## src/rtl/key_entry_buffer_if.sv

```systemverilog
// Keypad entry bus: keypad-side strobes in, buffered digits and status out.
interface key_entry_buffer_if;
  logic       one_second;
  logic       key_valid;
  logic [3:0] key;
  logic       clear_buf;
  logic [3:0] key_ms_hr;
  logic [3:0] key_ls_hr;
  logic [3:0] key_ms_min;
  logic [3:0] key_ls_min;
  logic [2:0] entry_count;
  logic       entry_active;
  logic       entry_valid;
  logic       entry_timeout;

  // Keypad/control side
  modport master (
    output one_second, key_valid, key, clear_buf,
    input  key_ms_hr, key_ls_hr, key_ms_min, key_ls_min,
    input  entry_count, entry_active, entry_valid, entry_timeout
  );

  // Entry buffer side
  modport slave (
    input  one_second, key_valid, key, clear_buf,
    output key_ms_hr, key_ls_hr, key_ms_min, key_ls_min,
    output entry_count, entry_active, entry_valid, entry_timeout
  );
endinterface

```

## src/rtl/key_entry_buffer.sv

```systemverilog
// Keypad digit shift buffer with idle timeout and legal-HH:MM flag.
module key_entry_buffer #(
  parameter int unsigned TIMEOUT_SEC = 10
) (
  input  logic                clock,
  input  logic                reset,
  key_entry_buffer_if.slave   bus
);

  localparam int unsigned DW = 4;
  localparam int unsigned CW = 3;
  localparam int unsigned IW = 6;
  localparam logic [CW-1:0] FULL = CW'(4);

  typedef enum logic {IDLE, ENTRY} state_t;

  state_t state, state_nxt;

  logic [DW-1:0] ms_hr, ls_hr, ms_min, ls_min;
  logic [DW-1:0] ms_hr_nxt, ls_hr_nxt, ms_min_nxt, ls_min_nxt;
  logic [CW-1:0] count, count_nxt;
  logic [IW-1:0] idle, idle_nxt;
  logic          active, active_nxt;
  logic          valid, valid_nxt;
  logic          timeout, timeout_nxt;

  logic digit_c;
  logic expire_c;

  assign digit_c  = bus.key_valid && (bus.key <= DW'(9));
  assign expire_c = (idle + IW'(1)) == IW'(TIMEOUT_SEC);

  // Legal 24h time check on the three constrained digits
  function automatic logic legal_time(input logic [DW-1:0] h1, input logic [DW-1:0] h0,
                                      input logic [DW-1:0] m1);
    logic hr_ok;
    hr_ok = (h1 == DW'(2)) ? (h0 <= DW'(3)) : (h0 <= DW'(9));
    return (h1 <= DW'(2)) && hr_ok && (m1 <= DW'(5));
  endfunction

  // State register
  always_ff @(posedge clock) begin
    if (reset) state <= IDLE;
    else       state <= state_nxt;
  end

  // Next-state logic: clear_buf outranks digits, digits outrank ticks
  always_comb begin
    state_nxt = state;
    case (state)
      IDLE: begin
        if (!bus.clear_buf && digit_c) state_nxt = ENTRY;
      end
      ENTRY: begin
        if (bus.clear_buf)                                 state_nxt = IDLE;
        else if (!digit_c && bus.one_second && expire_c)   state_nxt = IDLE;
      end
    endcase
  end

  // Next values of the registered datapath and status outputs
  always_comb begin
    ms_hr_nxt   = ms_hr;
    ls_hr_nxt   = ls_hr;
    ms_min_nxt  = ms_min;
    ls_min_nxt  = ls_min;
    count_nxt   = count;
    idle_nxt    = idle;
    valid_nxt   = valid;
    timeout_nxt = 1'b0;
    active_nxt  = (state_nxt == ENTRY);
    if (bus.clear_buf) begin
      ms_hr_nxt  = '0;
      ls_hr_nxt  = '0;
      ms_min_nxt = '0;
      ls_min_nxt = '0;
      count_nxt  = '0;
      idle_nxt   = '0;
      valid_nxt  = 1'b0;
    end else if (digit_c) begin
      ms_hr_nxt  = ls_hr;
      ls_hr_nxt  = ms_min;
      ms_min_nxt = ls_min;
      ls_min_nxt = bus.key;
      count_nxt  = (count >= FULL) ? FULL : count + CW'(1);
      idle_nxt   = '0;
      valid_nxt  = (count_nxt == FULL) && legal_time(ls_hr, ms_min, ls_min);
    end else if ((state == ENTRY) && bus.one_second) begin
      if (expire_c) begin
        ms_hr_nxt   = '0;
        ls_hr_nxt   = '0;
        ms_min_nxt  = '0;
        ls_min_nxt  = '0;
        count_nxt   = '0;
        idle_nxt    = '0;
        valid_nxt   = 1'b0;
        timeout_nxt = 1'b1;
      end else begin
        idle_nxt = idle + IW'(1);
      end
    end
  end

  // Output and datapath registers
  always_ff @(posedge clock) begin
    if (reset) begin
      ms_hr   <= '0;
      ls_hr   <= '0;
      ms_min  <= '0;
      ls_min  <= '0;
      count   <= '0;
      idle    <= '0;
      active  <= 1'b0;
      valid   <= 1'b0;
      timeout <= 1'b0;
    end else begin
      ms_hr   <= ms_hr_nxt;
      ls_hr   <= ls_hr_nxt;
      ms_min  <= ms_min_nxt;
      ls_min  <= ls_min_nxt;
      count   <= count_nxt;
      idle    <= idle_nxt;
      active  <= active_nxt;
      valid   <= valid_nxt;
      timeout <= timeout_nxt;
    end
  end

  assign bus.key_ms_hr     = ms_hr;
  assign bus.key_ls_hr     = ls_hr;
  assign bus.key_ms_min    = ms_min;
  assign bus.key_ls_min    = ls_min;
  assign bus.entry_count   = count;
  assign bus.entry_active  = active;
  assign bus.entry_valid   = valid;
  assign bus.entry_timeout = timeout;

endmodule

```

## src/flat_wrapper.sv

```systemverilog
// flat-port wrapper written by rule: the top's interface ports become plain ports
module key_entry_buffer_flat 
#(
  parameter int unsigned TIMEOUT_SEC = 10
)
  (clock, reset, bus_one_second, bus_key_valid, bus_key, bus_clear_buf, bus_key_ms_hr, bus_key_ls_hr, bus_key_ms_min, bus_key_ls_min, bus_entry_count, bus_entry_active, bus_entry_valid, bus_entry_timeout);
  key_entry_buffer_if bus_i ();
  input  logic clock;
  input  logic reset;
  input wire logic [$bits(bus_i.one_second)-1:0] bus_one_second;
  input wire logic [$bits(bus_i.key_valid)-1:0] bus_key_valid;
  input wire logic [$bits(bus_i.key)-1:0] bus_key;
  input wire logic [$bits(bus_i.clear_buf)-1:0] bus_clear_buf;
  output wire logic [$bits(bus_i.key_ms_hr)-1:0] bus_key_ms_hr;
  output wire logic [$bits(bus_i.key_ls_hr)-1:0] bus_key_ls_hr;
  output wire logic [$bits(bus_i.key_ms_min)-1:0] bus_key_ms_min;
  output wire logic [$bits(bus_i.key_ls_min)-1:0] bus_key_ls_min;
  output wire logic [$bits(bus_i.entry_count)-1:0] bus_entry_count;
  output wire logic [$bits(bus_i.entry_active)-1:0] bus_entry_active;
  output wire logic [$bits(bus_i.entry_valid)-1:0] bus_entry_valid;
  output wire logic [$bits(bus_i.entry_timeout)-1:0] bus_entry_timeout;
  assign bus_i.one_second = bus_one_second;
  assign bus_i.key_valid = bus_key_valid;
  assign bus_i.key = bus_key;
  assign bus_i.clear_buf = bus_clear_buf;
  assign bus_key_ms_hr = bus_i.key_ms_hr;
  assign bus_key_ls_hr = bus_i.key_ls_hr;
  assign bus_key_ms_min = bus_i.key_ms_min;
  assign bus_key_ls_min = bus_i.key_ls_min;
  assign bus_entry_count = bus_i.entry_count;
  assign bus_entry_active = bus_i.entry_active;
  assign bus_entry_valid = bus_i.entry_valid;
  assign bus_entry_timeout = bus_i.entry_timeout;
  key_entry_buffer #(.TIMEOUT_SEC(TIMEOUT_SEC)) u_core (.clock(clock), .reset(reset), .bus(bus_i));
endmodule
```

## config.mk

```make
export PLATFORM = sky130hd
export DESIGN_NAME = key_entry_buffer_flat
export DESIGN_NICKNAME = d
export VERILOG_FILES = /design/src/rtl/key_entry_buffer_if.sv /design/src/rtl/key_entry_buffer.sv /design/src/flat_wrapper.sv
export SDC_FILE = /design/constraint.sdc
export NUM_CORES = 1
export LEC_CHECK = 0
export CAP_MARGIN = 10
export CORE_ASPECT_RATIO = 1.1
export CORE_MARGIN = 4
export CORE_UTILIZATION = 30
export CTS_BUF_LIST = sky130_fd_sc_hd__clkbuf_2 sky130_fd_sc_hd__clkbuf_4 sky130_fd_sc_hd__clkbuf_8
export DETAILED_ROUTE_END_ITERATION = 16
export PLACE_DENSITY = 0.65
export SYNTH_ARGS = -nofsm -noshare
export SYNTH_HDL_FRONTEND = slang
export SYNTH_SLANG_ARGS = --single-unit
```

## constraint.sdc

```tcl
create_clock -name clock -period 2.2 [get_ports clock]
set_clock_uncertainty 0.15 [all_clocks]
set_input_delay 0.22 -clock clock [delete_from_list [all_inputs] [get_ports clock]]
set_output_delay 0.22 -clock clock [all_outputs]
set_load 0.02 [all_outputs]
```

Yosys cells after proc, flatten, opt, wreduce, memory -nomap -nowiden
Cells that the tools add are included.
{"block": "totals", "register_bits": 28, "inputBits": 9, "out_inout_bits": 22, "elab_cells": 58}
{"block": "op_classes", "n_mux": 20, "n_eq_ne": 3, "n_reduce_logical": 16, "n_addsub": 2, "bitwise_logic": 2, "order_cmp": 6}
{"cell": "two-way mux 4 bit", "n": 6}
{"cell": "two-way mux 3 bit", "n": 4}
{"cell": "less-or-equal comparator 4 x 2 -> 1 bit, second input constant", "n": 2}
{"cell": "less-or-equal comparator 4 bit, second input constant", "n": 2}
{"cell": "logical AND 1 bit", "n": 8}
{"cell": "two-way mux 1 bit", "n": 8}
{"cell": "adder 6 x 1 -> 6 bit, second input constant", "n": 1}
{"cell": "equality test 6 x 4 -> 1 bit, second input constant", "n": 1}
{"cell": "two-way mux 6 bit", "n": 1}
{"cell": "equality test 4 x 2 -> 1 bit, second input constant", "n": 1}
{"cell": "less-or-equal comparator 4 x 3 -> 1 bit, second input constant", "n": 1}
{"cell": "nonzero test 2 bit", "n": 2}
{"cell": "OR reduction 4 bit", "n": 1}
{"cell": "adder 3 x 1 -> 3 bit, second input constant", "n": 1}
{"cell": "equality test 3 bit, second input constant", "n": 1}
{"cell": ">= comparator 3 bit, second input constant", "n": 1}
{"cell": "OR reduction 3 bit", "n": 1}
{"cell": "zero test 1 bit", "n": 2}
{"cell": "inverter 1 bit", "n": 2}
{"cell": "one-hot mux 1 bit (2 select lines)", "n": 1}
{"cell": "AND reduction 2 bit", "n": 1}
{"cell": "OR reduction 2 bit", "n": 1}

Logic depth before layout (Yosys ltp)
{"block": "logic_depth", "word_depth": 8, "ltp_mapped": 7, "mapped_depth_nobuf": 6}

Worst setup path after synthesis
OpenSTA, ideal clock, no wires.
{"block": "synth_timing", "path_kind": "register -> register", "startpoint": "register u_core.bus.entry_active (netlist name)", "endpoint": "register u_core.ls_hr[3], in the netlist u_core.bus.key_ls_hr[3]", "setup_time_ps": 117, "period_less_slack_ps": 1780, "path_buffers": 2, "required_time_ps": 1933, "path_stages_with_launch": 6, "setup_slack_ps": 420, "arrival_ps": 1513, "path_cell_list": "dfxtp_1 -> and2_1 -> clkbuf_1 -> a31oi_4 -> buf_4 -> a22o_1"}
{"element": "to (signal assigned)", "line": "key_entry_buffer.sv:118", "source": "ls_hr <= ls_hr_nxt;"}
{"element": "to (decl)", "line": "key_entry_buffer.sv:19", "source": "logic [DW-1:0] ms_hr, ls_hr, ms_min, ls_min;"}

Worst setup path after layout
{"block": "layout_timing", "startpoint": "register u_core.idle[0]", "endpoint": "register u_core.ls_min[2], in the netlist u_core.bus.key_ls_min[2]"}
{"block": "layout_via", "elab_chain_cells": 4}
{"element": "from (decl)", "line": "key_entry_buffer.sv:22", "source": "logic [IW-1:0] idle, idle_nxt;"}
{"element": "from (signal assigned)", "line": "key_entry_buffer.sv:122", "source": "idle <= idle_nxt;"}
{"element": "adder 6 x 1 -> 6 bit", "line": "key_entry_buffer.sv:31", "source": "assign expire_c = (idle + IW'(1)) == IW'(TIMEOUT_SEC);"}
{"element": "equality test 6 x 4 -> 1 bit", "line": "key_entry_buffer.sv:31"}
{"element": "nonzero test 2 bit (no source line)"}
{"element": "AND reduction 2 bit (no source line)"}
{"element": "to (signal assigned)", "line": "key_entry_buffer.sv:120", "source": "ls_min <= ls_min_nxt;"}
{"element": "to (decl)", "line": "key_entry_buffer.sv:19"}
Every way passes these cells.
A chain may end at the register's enable or synchronous reset.

==> out/results.txt <==
The largest fanout on the critical path is 16, and the count of synthesis-stage warnings from yosys is 0. The synthesized design devotes to its leading area cell type 46.8% of total area. The power per standard cell area is 601 nW/µm², and the antenna diode count is 0. The logs give 376 for the total of fill cells in the finished design and 0.201 mW for the net switching component of the power. The total chip power is 0.991 mW, and the footprint of the flip-flops and latches is 561 µm². The flop and latch count out of synthesis came out at 28. After synthesis the cells add up to 1200 µm².

Switching portion of total power: 20.3%. The biggest area contributor in the post-synthesis netlist is sky130_fd_sc_hd__dfxtp_1. STA classifies the critical path endpoint as a register. The run gives 4.08% as the global routing met3 resource utilization.

The most used flip-flop cell after synthesis is sky130_fd_sc_hd__dfxtp_1. The region available for standard cell placement spans 3740 µm². The share of flip-flops with an asynchronous set or reset after synthesis was 0%.

The number of global-route vias before repair came out at 939. For the number of failing setup endpoints in the final timing report, the log shows 0. At the end of the flow the core is filled with cells to 44.0%. Count of input and output buffers: 30.

The first global-routing pass estimated 4280 µm of wire. The detail-routed net length per standard cell came out at 13.4 µm. Once detail routing completed, the nets flagged for antenna violations numbered 0. Sorting the synthesized cells by area gives the leading types as sky130_fd_sc_hd__dfxtp_1 (47%), sky130_fd_sc_hd__a22o_1 (10%), sky130_fd_sc_hd__a2111oi_4 (4.6%), sky130_fd_sc_hd__ha_1 (4.2%), sky130_fd_sc_hd__xor2_1 (2.9%). The worst-case setup slack after placement came out at 0.122 ns. Once the floorplan was initialized, standard cells occupied 32.0% of the core. The slack of the critical path is 0.304 ns, and the TritonCTS buffer count is 3.

Number of buffers between clock root and the deepest sink: 2. Number of vias per cell after detailed routing: 4.95. The tools report the routability-driven placement congestion ratio as 0.825. Worst endpoint required time: 2.22 ns.

Buffers inserted to repair hold after CTS numbered 0. In the routed design, unresolved DRC markers number 0. Walking the worst path, the cells encountered are ha_1 > nor4b_1 > a41o_1 > a31oi_4 > a22o_1. Minimum clock period after layout: 1.90 ns. The die covers 5070 µm². The share of the yosys chip area belonging to registers came out at 46.8%. Synthesis handed over a netlist of 108 instances. Measured against its own limit, the worst slew margin works out to 69.1%. The share of total power in the clock network came out at 40.5%. The transition time at the pin with the least slew margin works out to 0.464 ns.

31 I/O pins were placed. The path class of the tightest hold or removal check is register to register. The maximum number of pins on one net before global-route repair came out at 17. In this design, the stage delay of the slowest critical-path cell is 0.36 ns. The final layout contains 158 nets. IR analysis of the VDD net gives a maximum drop of 461 µV. The tree is rooted in a sky130_fd_sc_hd__clkbuf_8.

The run gives 0 as the initial antenna violation count. Relative to the synthesized area, the layout overhead comes to 37.5%. Arrival time at the worst endpoint: 1.91 ns. The flow ran to the end, and the final reports show no timing, DRC or antenna violations. The run gives 0 ns as the final setup TNS.

The synthesized design contains 0 enable-type register cells. Static timing analysis puts the maximum clock frequency at 527 MHz. The clock latency of the later-clocked register in the worst-skew pair was 0.27 ns. The number of endpoints with negative hold slack in the final report came out at 0. Clock-pin slew was measured on the worst setup and hold paths at 0.10 ns. Class of the most critical setup path: register to register. The share of layout cells above drive strength 1 came out at 11.8%. Setup repair after global routing left no endpoint under its margin. The count of final max-slew check failures was 0. The logs give 589 µm² for the multi-input gate area in the final layout and 2590 µm for the overall routed net length. After layout, the worst path uses 86.2% of the clock period. The run gives 1650 µm² as the finished layout cell area. Counting distinct cell types in the post-synthesis netlist gives 36. Internal power comes to 0.790 mW.

For this run, the total global-route usage over all layers was measured as 11.0%. Together, buffers and inverters on the worst path number 0. The run gives 1580 µm² as the instance area at placement.

For this run, the detailed router's first-pass iteration total came to 4. The synthesized area per cell came out at 11.1 µm². For the first-iteration detailed-routing DRC count, the log shows 65.

The slowest stage of the critical path belongs to the cell sky130_fd_sc_hd__dfxtp_1. For this run the aggregate overflow at the end of global routing stands at 0. Among cell families on the critical path, the largest total delay comes from compound AO/OA/AOI/OAI gates. For the leakage power summed over all cells, the log shows 0.592 nW. The number of gates resized after CTS was 0. Global routing consumed, on the met1 layer, 13.4% of the routing resources. The critical path startpoint category is a register.

The synthesized net count is 121, and the met2 track demand over resource is 18.5%. Per report_power, the combinational group accounts for 7.5% of the total. Summed over all nets, the half-perimeter wirelength after detailed placement is 2020 µm. The peak-usage layer in the global routing report is met2. The logs give 23 for the number of placement rows and 0 for the number of maximum-capacitance constraint violations. After clock tree synthesis, the setup repair step added 0 buffers. Of the total power, registers draw 52.1%. In this run the register-to-register setup slack is 0.30 ns. From bottom edge to top edge, the die measures 74.3 µm. Measured along the x axis, the die boundary spans 68.3 µm. TritonCTS built the clock tree. The run gives 961 as the number of vias in the routed layout. The number of sinks driven by the clock tree came out at 28. The count of H-tree levels built during CTS came out at 1.
==> flip-flops by register name, summed over array words and instances (netlist names) <==
name / flops
u_core.bus.entry_active: 1
u_core.bus.entry_timeout: 1
u_core.bus.entry_count: 3
u_core.bus.key_ms_hr: 4
u_core.bus.entry_valid: 1
u_core.bus.key_ls_hr: 4
u_core.bus.key_ms_min: 4
u_core.idle: 6
u_core.bus.key_ls_min: 4
==> per-stage QoR <==
stage,std cells,hold slack [ns]
5_1_grt,194,0.359
3_3_place_gp,190,0.314
3_5_place_dp,190,0.317
6_report,194,0.332
2_1_floorplan,108,0.134
4_1_cts,194,0.340
==> layout make-up <==
class	count	share of cell area, %
clock buffers	3	2.51
clock inverters	1	1.82
inverters	5	1.14
multi-input cells	71	35.8
flip-flops and latches	28	34.0
well taps	50	3.80
repair buffers	36	21.0
==> layout by cell type (no fill, tap or decap), types with 2 or more instances in the layout <==
cell type	n
sky130_fd_sc_hd__nor3_1	2
sky130_fd_sc_hd__ha_1	4
sky130_fd_sc_hd__a32o_1	2
sky130_fd_sc_hd__xor2_1	4
sky130_fd_sc_hd__xnor2_1	2
sky130_fd_sc_hd__a22o_1	14
sky130_fd_sc_hd__clkdlybuf4s50_1	30
sky130_fd_sc_hd__nand3_1	3
sky130_fd_sc_hd__nand4_1	2
sky130_fd_sc_hd__buf_4	6
sky130_fd_sc_hd__and3_1	2
sky130_fd_sc_hd__dfxtp_1	28
sky130_fd_sc_hd__nand2_1	6
sky130_fd_sc_hd__clkbuf_8	3
sky130_fd_sc_hd__inv_1	5
sky130_fd_sc_hd__o22ai_1	3
sky130_fd_sc_hd__nor2_1	7
sky130_fd_sc_hd__a2111oi_4	2
==> synthesized netlist by cell type, types with 2 or more instances <==
master and n:
sky130_fd_sc_hd__o22ai_1 3, sky130_fd_sc_hd__nor2_1 7, sky130_fd_sc_hd__xor2_1 4, sky130_fd_sc_hd__nand4_1 2, sky130_fd_sc_hd__inv_1 5, sky130_fd_sc_hd__buf_4 2, sky130_fd_sc_hd__nand2_1 6, sky130_fd_sc_hd__a22o_1 14
sky130_fd_sc_hd__a32o_1 2, sky130_fd_sc_hd__and3_1 2, sky130_fd_sc_hd__a2111oi_4 2, sky130_fd_sc_hd__dfxtp_1 28, sky130_fd_sc_hd__nand3_1 3, sky130_fd_sc_hd__xnor2_1 2, sky130_fd_sc_hd__ha_1 4, sky130_fd_sc_hd__nor3_1 2
==> power by group through the flow <==
stage	sequential [mW]	clock [mW]	combinational, mW
2_1_floorplan	0.532	0	0.0290
3_3_place_gp	0.528	0	0.0720
3_5_place_dp	0.528	0	0.0741
4_1_cts	0.516	0.411	0.0745
5_1_grt	0.517	0.433	0.0801
6_report	0.516	0.401	0.0738
==> final timing paths <==
kind,startpoint,end,cells after the start
worst max-delay path,u_core.idle[0],u_core.bus.key_ls_min[2],5
worst max register to register,u_core.idle[0],u_core.bus.key_ls_min[2],5
worst min register to register,u_core.bus.entry_valid,u_core.bus.entry_valid,1
worst min-delay path,u_core.bus.entry_valid,u_core.bus.entry_valid,1
==> logic make-up after synthesis <==
logic type / count (synthesis) / share of synthesized area (%)
flip-flops: 28 / 46.8
XOR/XNOR: 6 / 4.38
adder cells (fa/ha/maj): 4 / 4.18
multiplexers: 1 / 1.25
AND/OR/NAND/NOR: 28 / 12.9
buffers and inverters: 9 / 4.07
AO/OA/AOI/OAI: 32 / 26.4
==> per-layer routing <==
| layer | routed length (µm) | part of all wire [%] |
|---|---|---|
| met1 | 1180 | 45 |
| met2 | 1210 | 47 |
| met4 | 0 | 0 |
| met5 | 0 | 0 |
| met3 | 204 | 7.9 |
Power figures use the tool's default switching activity.
